<file path="src/rtl/csi2tx_p2b_seq_ctrl.sv">
// Pixel-to-byte sequencer: latches the frame data type, drives one converter enable and a registered pixel stream.
// Optional line counter / YUV420 line-length check is built when CSI2TX_P2B_LINE_CNT_EN is defined.
module csi2tx_p2b_seq_ctrl #(
  parameter int PIX_W = 32,
  parameter int CNT_W = 4
) (
  input  logic             clk,
  input  logic             rst_n,
  input  logic             frame_start,
  input  logic             line_start,
  input  logic [5:0]       data_type,
  input  logic             sensor_pixel_vld,
  input  logic [PIX_W-1:0] sensor_pixel_data,
  output logic [PIX_W-1:0] pixel_data,
  output logic [PIX_W-1:0] pixel_data_d1,
  output logic             pixel_data_vld,
  output logic [CNT_W-1:0] pixel_cnt,
  output logic             sensor_pixel_vld_falling_edge,
  output logic [4:0]       conv_en,
  output logic             yuv420_odd_even,
  output logic             dt_err
`ifdef CSI2TX_P2B_LINE_CNT_EN
  ,
  output logic [15:0]      line_cnt,
  output logic             line_len_err
`endif
);

  typedef enum logic [1:0] {
    S_IDLE   = 2'd0,
    S_ACTIVE = 2'd1,
    S_FLUSH  = 2'd2
  } state_t;

  state_t           r_state;
  state_t           w_state_next;
  logic [PIX_W-1:0] r_pixel_data;
  logic [PIX_W-1:0] r_pixel_data_d1;
  logic             r_pixel_data_vld;
  logic [CNT_W-1:0] r_pixel_cnt;
  logic [4:0]       r_conv_en;
  logic             r_dt_err;
  logic             r_odd_even;
  logic [4:0]       w_conv_dec;
  logic             w_dt_bad;
  logic             w_accept;
  logic             w_eol;
  logic             w_yuv;

  always_comb begin
    w_conv_dec = 5'b00000;
    w_dt_bad   = 1'b0;
    case (data_type)
      6'h18:   w_conv_dec = 5'b00001;
      6'h19:   w_conv_dec = 5'b00010;
      6'h2A:   w_conv_dec = 5'b00100;
      6'h2B:   w_conv_dec = 5'b01000;
      6'h2C:   w_conv_dec = 5'b10000;
      default: w_dt_bad   = 1'b1;
    endcase
  end

  // A pixel is taken inside a line, or in the very cycle its line starts.
  assign w_accept = sensor_pixel_vld &&
                    (line_start || (!frame_start && (r_state != S_IDLE)));
  assign w_yuv    = |r_conv_en[1:0];

  // FLUSH is a one-cycle grace: valid returning there continues the line, otherwise the line ends.
  always_comb begin
    w_state_next = r_state;
    w_eol        = 1'b0;
    if (line_start) begin
      w_state_next = S_ACTIVE;
    end else if (frame_start) begin
      w_state_next = S_IDLE;
    end else begin
      case (r_state)
        S_ACTIVE: begin
          if (r_pixel_data_vld && !sensor_pixel_vld) w_state_next = S_FLUSH;
        end
        S_FLUSH: begin
          w_state_next = sensor_pixel_vld ? S_ACTIVE : S_IDLE;
          w_eol        = !sensor_pixel_vld;
        end
        default: w_state_next = r_state;
      endcase
    end
  end

  always_ff @(posedge clk or negedge rst_n) begin
    if (!rst_n) begin
      r_state          <= S_IDLE;
      r_pixel_data     <= '0;
      r_pixel_data_d1  <= '0;
      r_pixel_data_vld <= 1'b0;
      r_pixel_cnt      <= '0;
      r_conv_en        <= 5'b00000;
      r_dt_err         <= 1'b0;
      r_odd_even       <= 1'b0;
    end else begin
      r_state          <= w_state_next;
      r_pixel_data_vld <= w_accept;
      if (w_accept) begin
        r_pixel_data    <= sensor_pixel_data;
        r_pixel_data_d1 <= r_pixel_data;
      end
      if (line_start) begin
        r_pixel_cnt <= '0;
      end else if (r_pixel_data_vld) begin
        r_pixel_cnt <= r_pixel_cnt + CNT_W'(1);
      end
      if (frame_start) begin
        r_conv_en  <= w_conv_dec;
        r_dt_err   <= w_dt_bad;
        r_odd_even <= 1'b0;
      end else if (w_eol && w_yuv) begin
        r_odd_even <= ~r_odd_even;
      end
    end
  end

  assign pixel_data                    = r_pixel_data;
  assign pixel_data_d1                 = r_pixel_data_d1;
  assign pixel_data_vld                = r_pixel_data_vld;
  assign pixel_cnt                     = r_pixel_cnt;
  assign sensor_pixel_vld_falling_edge = w_eol;
  assign conv_en                       = r_conv_en;
  assign yuv420_odd_even               = r_odd_even;
  assign dt_err                        = r_dt_err;

`ifdef CSI2TX_P2B_LINE_CNT_EN
  logic [15:0]      r_line_cnt;
  logic [CNT_W-1:0] r_odd_len;
  logic             r_line_len_err;

  // Odd-line length is remembered so the following even line can be compared against it.
  always_ff @(posedge clk or negedge rst_n) begin
    if (!rst_n) begin
      r_line_cnt     <= 16'd0;
      r_odd_len      <= '0;
      r_line_len_err <= 1'b0;
    end else begin
      r_line_len_err <= 1'b0;
      if (frame_start) begin
        r_line_cnt <= 16'd0;
      end else if (w_eol) begin
        r_line_cnt <= r_line_cnt + 16'd1;
        if (w_yuv && !r_odd_even) r_odd_len <= r_pixel_cnt;
        if (w_yuv && r_odd_even)  r_line_len_err <= (r_pixel_cnt != r_odd_len);
      end
    end
  end

  assign line_cnt     = r_line_cnt;
  assign line_len_err = r_line_len_err;
`endif

endmodule

</file>
<file path="config.mk">
export PLATFORM = sky130hd
export DESIGN_NAME = csi2tx_p2b_seq_ctrl
export DESIGN_NICKNAME = d
export VERILOG_FILES = /design/src/rtl/csi2tx_p2b_seq_ctrl.sv
export SDC_FILE = /design/constraint.sdc
export NUM_CORES = 1
export LEC_CHECK = 0
export ABC_AREA = 1
export CAP_MARGIN = 30
export CORE_MARGIN = 5
export CORE_UTILIZATION = 25
export CTS_CLUSTER_SIZE = 12
export DETAILED_ROUTE_END_ITERATION = 16
export GPL_TIMING_DRIVEN = 0
export PLACE_DENSITY = 0.48
export SYNTH_ARGS = -nofsm -noshare
export SYNTH_HDL_FRONTEND = slang
export SYNTH_SLANG_ARGS = --single-unit
</file>
<file path="constraint.sdc">
create_clock -name clk -period 1.6 [get_ports clk]
set_input_delay 0.16 -clock clk [delete_from_list [all_inputs] [get_ports clk]]
set_output_delay 0.16 -clock clk [all_outputs]
set_load 0.02 [all_outputs]
</file>
==> out/qor.txt <==
Sequential fraction of the synthesis area: 58.8%
Synthesized area: 3320 µm²
Vias in the first global route: 2836
IR drop worst, VDD: 429 µV
EDFF count, synth: 0
Delay of the slowest critical-path stage: 0.64 ns
Most instantiated cells after synthesis: 141 x nand2_1, 78 x dfrtp_1, 38 x nand2_2
HPWL after detailed placement: 6420 µm
Number of iterations in the first detailed-routing pass: 4
Largest cells by area after synthesis: dfrtp_1 59%, nand2_1 16%, nand2_2 7.2%
Routed wirelength normalized by instance count: 13.4 µm
First-pass GRT wire length: 14900 µm
Final RePlAce weighted congestion: 0.745
CTS H-tree lvls: 3
Dominant cell type by area after synthesis: dfrtp_1
Finished Layout Cells: 668
Ratio of total power to cell area: 1230 nW/µm²
Type of the setup path with the least slack: reg2out
Destination of the worst register-to-register timing path: pixel_data_d1[14]$_DFFE_PN0P_
Most repeated cell in the gate-level netlist after synthesis: nand2_1
Number of antenna violations at the first check in global routing: 0
Total number of cells along the worst setup path: 1
Final hold violation count: 0
Mean instance size in the synthesized netlist: 9.32 µm²
Quantity of I/O buffers inserted on ports: 118
Final Routed Wirelength: 8970 µm
Yosys warns: 0
Summed negative setup slack over all endpoints: 0 ns
Gate Count Post-Synth: 356
Chip Height: 125 µm
Die Outline Area: 15700 µm²
Unique masters post-synth: 20
Number of violations of the max-capacitance limit: 0
Detailed-route via count: 2696
Top-level port count: 120
CTS clock-pin slew for the worst setup and hold paths: 0.06 ns
Instance count along the most critical hold path: 2
Setup repair after global routing missed its margin: yes
CTS root buffer: clkbuf_16
Number of DRC markers in iteration 0: 95
Async S/R FF share, synth: 100%
Number of max-slew violations in the final report: 0
Pin slew with the least headroom to its limit: 0.396 ns
Register bit count reported by yosys: 78
Standby leakage power: 2.43 nW
Final Net Count: 534
Chip Width: 125 µm
Pin count of the biggest net entering global routing: 52
Post-synth top area share: 58.8%
Critical Path RT: 1.44 ns
Startpoint kind of the worst setup timing path: register
CTS tree: yes
All-layer global routing usage: 12.0%
Kind of end point of the critical path: output pin
Worst path top cell family by delay: buffers and inverters
Number of rows created at floorplan: 42
Area Growth Syn to Fin: 52.7%
Synthesized Nets: 403
Number of DRC violations after detailed routing: 0
TritonCTS sink count: 78
Peak clock frequency supported by timing: 648 MHz
Number of cells on the worst reg-to-reg path: 8
Slowest cell on the critical path: clkdlybuf4s50_1
Flop-to-flop setup slack: 0.17 ns
Fraction of layout instances using a drive strength above 1: 15.7%
Vias/cell: 4.04
Final cell utilization of the core: 38.6%
Headroom to the max-slew limit: 73.6%
Worst Path Arrival: 1.38 ns
Worst setup path startpoint: pixel_data[2]$_DFFE_PN0P_
Reg area: 1950 µm²
Type of the most critical hold path: in2reg
Total placed cells including tap cells: 651
Most used flip-flop cell after synthesis: dfrtp_1
Buffer depth of the longest clock path: 2
Launch point of the worst reg-to-reg path: r_state[0]$_DFFE_PN0P_
Worst-path cell chain: clkdlybuf4s50_1
Area used by multi-input combinational logic: 1090 µm²
Total setup buffers inserted after CTS: 0
Clock buffers created by TritonCTS: 9
Min Tclk post-route: 1.54 ns
Worst-case clock skew: 0.00678 ns
Remaining antenna violation count after routing: 0
Status: finished, final reports clean
Clock latency of the later-clocked register in the worst-skew pair: 0.34 ns
Overall overflow remaining after global route: 0
Initial Utilization: 25.2%
Count of antenna diodes in the layout: 0
Floorplan core area: 13100 µm²
Number of fill cells in the layout: 1347
Crit-path max FO: 3
End point of the critical path: pixel_data[2]
Final Total Pwr: 6.22 mW
Setup-violating endpoint count in the final report: 0
Crit path buf inv count: 1
Final cycle utilization of the critical path: 96.5%
[timing repair]
item                       4_1_cts  5_1_grt
resized for setup                7        4
hold endpoints to repair        27        0
setup endpoints to repair        1        3
hold buffers                     1        0
[area by class of cell]
| class | instances | share of cell area, % |
|---|---|---|
| Multi-Input combinational cell | 236 | 21.4 |
| Timing Repair Buffer | 120 | 24.1 |
| Clock buffer | 12 | 5.06 |
| Tap cell | 176 | 4.35 |
| Sequential cell | 78 | 38.5 |
| Clock inverter | 4 | 0.889 |
| Buffer | 15 | 3.66 |
| Inverter | 27 | 2.00 |
[how the worst min path moves through the flow]
| stage | startpoint | end | slack, ns |
|---|---|---|---|
| detailed placement | rst_n | conv_en[2]$_DFFE_PN0P_ | 0.12 |
| CTS | frame_start | conv_en[1]$_DFFE_PN0P_ | 0.04 |
| global placement | frame_start | conv_en[0]$_DFFE_PN0P_ | 0.42 |
| global route | frame_start | conv_en[1]$_DFFE_PN0P_ | 0.06 |
| floorplan | rst_n | conv_en[0]$_DFFE_PN0P_ | -0.14 |
| finish | frame_start | conv_en[1]$_DFFE_PN0P_ | 0.06 |
[layer usage]
metal	global-route usage, %	vias up	routed length, µm
met2	18.4	71	4170
met1	15.6	1260	4090
met5	0	-	0
met3	4.35	12	546
li1	-	1353	-
met4	4.59	0	165
[power breakdown]
| part | leakage [nW] | total (mW) | switching [mW] | internal, mW |
|---|---|---|---|---|
| sequential | 0.984 | 2.48 | 0.206 | 2.27 |
| clock | 0.152 | 2.08 | 0.797 | 1.29 |
| combinational | 1.29 | 1.66 | 0.866 | 0.799 |
[cells by family after synthesis]
logic type / synth area share, %
buffers and inverters: 8.64
flip-flops: 58.8
AND/OR/NAND/NOR: 26.3
AO/OA/AOI/OAI: 4.75
adder cells (fa/ha/maj): 1.51
[through the flow]
| stage | cell area (µm²) | setup WS, ns | hold slack, ns |
|---|---|---|---|
| 6_report | 5060 | 0.0564 | 0.0553 |
| 5_1_grt | 5060 | -0.0207 | 0.0586 |
| 4_1_cts | 5050 | 0.00551 | 0.0427 |
| 3_5_place_dp | 4740 | -0.0992 | 0.118 |
| 3_3_place_gp | 4720 | -2.53 | 0.416 |
| 2_1_floorplan | 3320 | 0.294 | -0.136 |
[placed cells by master (no fill, tap or decap)]
| master | instances |
|---|---|
| clkdlybuf4s50_1 | 114 |
| a211oi_1 | 1 |
| buf_8 | 1 |
| buf_12 | 5 |
| clkbuf_8 | 2 |
| a21oi_1 | 1 |
| dlymetal6s2s_1 | 2 |
| nor3_1 | 2 |
| o22ai_1 | 1 |
| ha_2 | 1 |
| buf_6 | 4 |
| buf_16 | 1 |
| dlygate4sd3_1 | 1 |
| nand4_1 | 4 |
| nand2_2 | 38 |
| buf_4 | 2 |
| nor3_2 | 1 |
| bufinv_16 | 1 |
| nand2_1 | 141 |
| nand3_1 | 3 |
| o21ai_0 | 14 |
| o21ai_1 | 12 |
| clkbuf_1 | 1 |
| clkbuf_16 | 9 |
| clkinv_2 | 3 |
| buf_2 | 5 |
| dfrtp_1 | 78 |
| ha_1 | 3 |
| nor2_1 | 13 |
| inv_1 | 24 |
| inv_2 | 3 |
| o21ai_2 | 1 |
[registers in the layout, indices dropped and copies added, names as in the netlist]
name	count
conv_en	5
pixel_data	32
yuv420_odd_even	1
dt_err	1
pixel_data_d1	32
r_state	2
pixel_cnt	4
pixel_data_vld	1
Note: power is estimated with default switching activity, not from simulation.
